## src/rtl/pc_stream_checker_sat_counter.sv

```systemverilog
// Saturating up-counter with synchronous clear.
// Holds at all-ones instead of wrapping.
module sat_counter #(
  parameter int W = 16
) (
  input  logic         clk,
  input  logic         reset,
  input  logic         inc,
  input  logic         clr,
  output logic [W-1:0] q
);

  logic [W-1:0] cnt_q;
  logic [W-1:0] cnt_d;

  always_comb begin
    cnt_d = cnt_q;
    if (clr) begin
      cnt_d = '0;
    end else if (inc && (cnt_q != '1)) begin
      cnt_d = cnt_q + W'(1);
    end
  end

  always_ff @(posedge clk or negedge reset) begin
    if (!reset) begin
      cnt_q <= '0;
    end else begin
      cnt_q <= cnt_d;
    end
  end

  assign q = cnt_q;

endmodule

```

## config.mk

```make
export PLATFORM = sky130hd
export DESIGN_NAME = sat_counter
export DESIGN_NICKNAME = d
export VERILOG_FILES = /design/src/rtl/pc_stream_checker_sat_counter.sv
export SDC_FILE = /design/constraint.sdc
export NUM_CORES = 1
export LEC_CHECK = 0
export CAP_MARGIN = 15
export CORE_MARGIN = 2
export CORE_UTILIZATION = 30
export CTS_CLUSTER_DIAMETER = 100
export DETAILED_ROUTE_END_ITERATION = 10
export HOLD_SLACK_MARGIN = 0.08
export PLACE_DENSITY_LB_ADDON = 0.05
export SLEW_MARGIN = 20
export SYNTH_ARGS = -nofsm -noshare
export SYNTH_HDL_FRONTEND = slang
export SYNTH_SLANG_ARGS = --single-unit
export TNS_END_PERCENT = 1
```

## constraint.sdc

```tcl
create_clock -name clk -period 2.9 [get_ports clk]
set_input_delay 0.58 -clock clk [delete_from_list [all_inputs] [get_ports clk]]
set_output_delay 0.58 -clock clk [all_outputs]
set_load 0.01 [all_outputs]
```

==> flow_summary.ini <==
[run_status]
status = completed

[worst_hold_path]
min_path_type = reg2reg
hold_start = q[14]$_DFFE_PN0P_

[cells_and_area]
drive_gt1_frac = 0.120
utilization = 0.398
diodes = 0
final_nets = 123
largest_reg_flops = 16
layout-area-overhead-vs-synth_pct = 27.9
fin_area_um2 = 1200

[global_routing]
grt_pass1_wl_um = 3840
grt_pass1_vias = 826
grt_max_degree = 23
antenna_found_initial = 0
grt_usage = 0.143
grt_overflow_total = 0

[floorplan]
coreArea_um2 = 3030
dieArea_um2 = 3600
die_w_um = 60.0
num_io_pins = 20
initial_core_util = 0.311
core.rowCount = 20
die_h_um = 60.0

[critical_path]
cp-start-kind = primary input
crit_type = in2reg
endpoint_kind = flop
crit_fanout = 22
crit_path_start = inc
critPathSlowestCell = or4_2
cp.arrival_ns = 2.25
max_stage_delay_ns = 0.72
crit_required_ns = 3.10
r2r_start = q[0]$_DFFE_PN0P_
crit_chain = clkdlybuf4s50_1 -> inv_1 -> or4_2 -> a21oi_1

[routing]
vias_per_cell = 5.42
vias = 873
first_pass_iters = 4
antenna_left = 0
wl_per_cell_um = 14.2
wl_um = 2290
drc_errors = 0
drt-initial-drc-count = 24

[power]
pwr-share-comb = 0.071
p_switching_uw = 93.8
vdd_drop_max_mv = 0.144
p_per_area_nw_per_um2 = 337
pwr-share-clk = 0.368
cell_internal_pwr_uw = 312
power_frac_seq = 0.562
switching_share = 0.231
p_leak_uw = 0.000464

[synth]
synthCells = 98
synth_mux_area_frac = 0.0478
yosysUniqueCellTypes = 28
seq_area_frac_synth = 0.425
synth_area_um2 = 942
synthAdderAreaFrac = 0.0133
postSynthAreaPerCell_um2 = 9.61
synth-simple-area-share = 0.312
ys_seq_elements = 16
syn_nets = 103
ys_warn_count = 0
synth_compound_area_frac = 0.162
synth_top_family_by_area = simple AND/OR/NAND/NOR gates
synth_xor_area_frac = 0

[timing]
finalCriticalPeriod_ns = 2.05
clock_skew_ns = 0.00780
setup_viol = 0
maxSlewViolCount = 0
worst_pin_slew_ns = 0.777
hold_viol = 0
clock.fmax_ghz = 0.489
hold_slack_ns = 0.604
finalCritPeriodShare = 0.706
rsz0062_at_grt = false
relSlewSlack = 0.480
tns_ns = 0

[place]
portBuffers = 19
place_hpwl_um = 1590
routabilityCongestion = 0.701
placed_area_um2 = 1170

[clocking]
cts_setup_buffers = 0
cts_root_buf = clkbuf_4
ctsHtreeMaxLevel = 1
clock_latency_ns = 0.28
cts.clk_slew.worst_paths_ns = 0.10
hold_buffers = 0
cts_sinks = 16
cts.repair.resized = 0
cts_buffer_depth = 2
cts_tree = built
numCtsBuffers = 3

[run]
max_cap_viol_count = 0
## cells in the final DEF, fill, tap and decap left out, types with 4 or more instances in the layout
| cell | netlist | final |
|---|---|---|
| nand2_1 | 6 | 6 |
| or4_1 | 5 | 5 |
| o31ai_1 | 7 | 7 |
| a21oi_1 | 11 | 11 |
| dfrtp_1 | 16 | 16 |
| nor4_1 | 4 | 4 |
| clkdlybuf4s50_1 | 0 | 19 |
| nand4_1 | 6 | 6 |
| nor2_1 | 4 | 4 |
| nor2b_1 | 4 | 4 |
| mux2_1 | 4 | 4 |
## area by class of cell
type	count	area, µm²
Sequential cell	16	400
Tap cell	44	55.1
Inverter	3	11.3
Timing Repair Buffer	20	198
Fill cell	335	1820
Multi-Input combinational cell	74	504
Clock buffer	4	36.3
## routing by layer
metal | part of all wire | up-vias | track usage
li1 | - | 423 | -
met3 | 0.043 | 2 | 0.0281
met2 | 0.48 | 17 | 0.230
met1 | 0.47 | 431 | 0.190
met4 | 0.0078 | 0 | 0.0476
met5 | 0 | - | 0
## worst max-delay path, delay by kind of cell
kind                   cells  cell delay (ns)
buffers and inverters      2             0.79
AND/OR/NAND/NOR            1             0.72
AO/OA/AOI/OAI              1             0.15
## power groups by stage
stage               clock, µW  combinational [µW]  sequential [µW]
floorplan                   0                12.6              233
global placement            0                29.2              232
detailed placement          0                29.5              232
CTS                       157                29.7              228
global route              169                33.0              229
finish                    149                28.6              228
## final timing paths
kind                                      to  slack [ns]  cells after the start
min in group asynchronous  q[10]$_DFFE_PN0P_        0.74                      1
hold / removal             q[14]$_DFFE_PN0P_        0.60                      2
setup / recovery            q[3]$_DFFE_PN0P_        0.85                      4
setup reg to reg            q[3]$_DFFE_PN0P_        0.95                      6
hold reg to reg            q[14]$_DFFE_PN0P_        0.60                      2
max in group asynchronous   q[4]$_DFFE_PN0P_        1.67                      1
## cell usage after synthesis
library cell	number	area, µm²
and4_2	2	20.0
nor2_1	4	15.0
or4_2	2	17.5
buf_6	1	11.3
clkbuf_1	4	15.0
o21ai_1	3	15.0
inv_1	3	11.3
o211ai_2	1	12.5
and3_1	2	12.5
a211oi_2	1	12.5
nand2_1	6	22.5
or3_1	2	12.5
nand3b_1	1	7.51
nor4_1	4	25.0
o31ai_1	7	52.6
nor3_1	1	5.00
or3_2	1	7.51
o21ai_0	1	5.00
ha_1	1	12.5
dfrtp_1	16	400
a21oi_1	11	55.1
mux2_1	4	45.0
nor4_4	1	21.3
nand3_1	3	15.0
nor2b_1	4	25.0
or4_1	5	37.5
nand4_2	1	12.5
nand4_1	6	37.5
## metrics by stage
step           instances  power [µW]  setup slack [ns]
2_1_floorplan         98         245              1.10
3_3_place_gp         157         261             0.599
3_5_place_dp         157         262             0.536
4_1_cts              161         415             0.862
5_1_grt              161         430             0.759
6_report             161         406             0.854
## kinds of logic (layout without fill, tap and decap cells)
family,Yosys count,count (layout)
AO/OA/AOI/OAI,24,24
adder cells (fa/ha/maj),1,1
buffers and inverters,8,27
flip-flops,16,16
multiplexers,4,4
AND/OR/NAND/NOR,45,45
(Power assumes the default switching activity.)
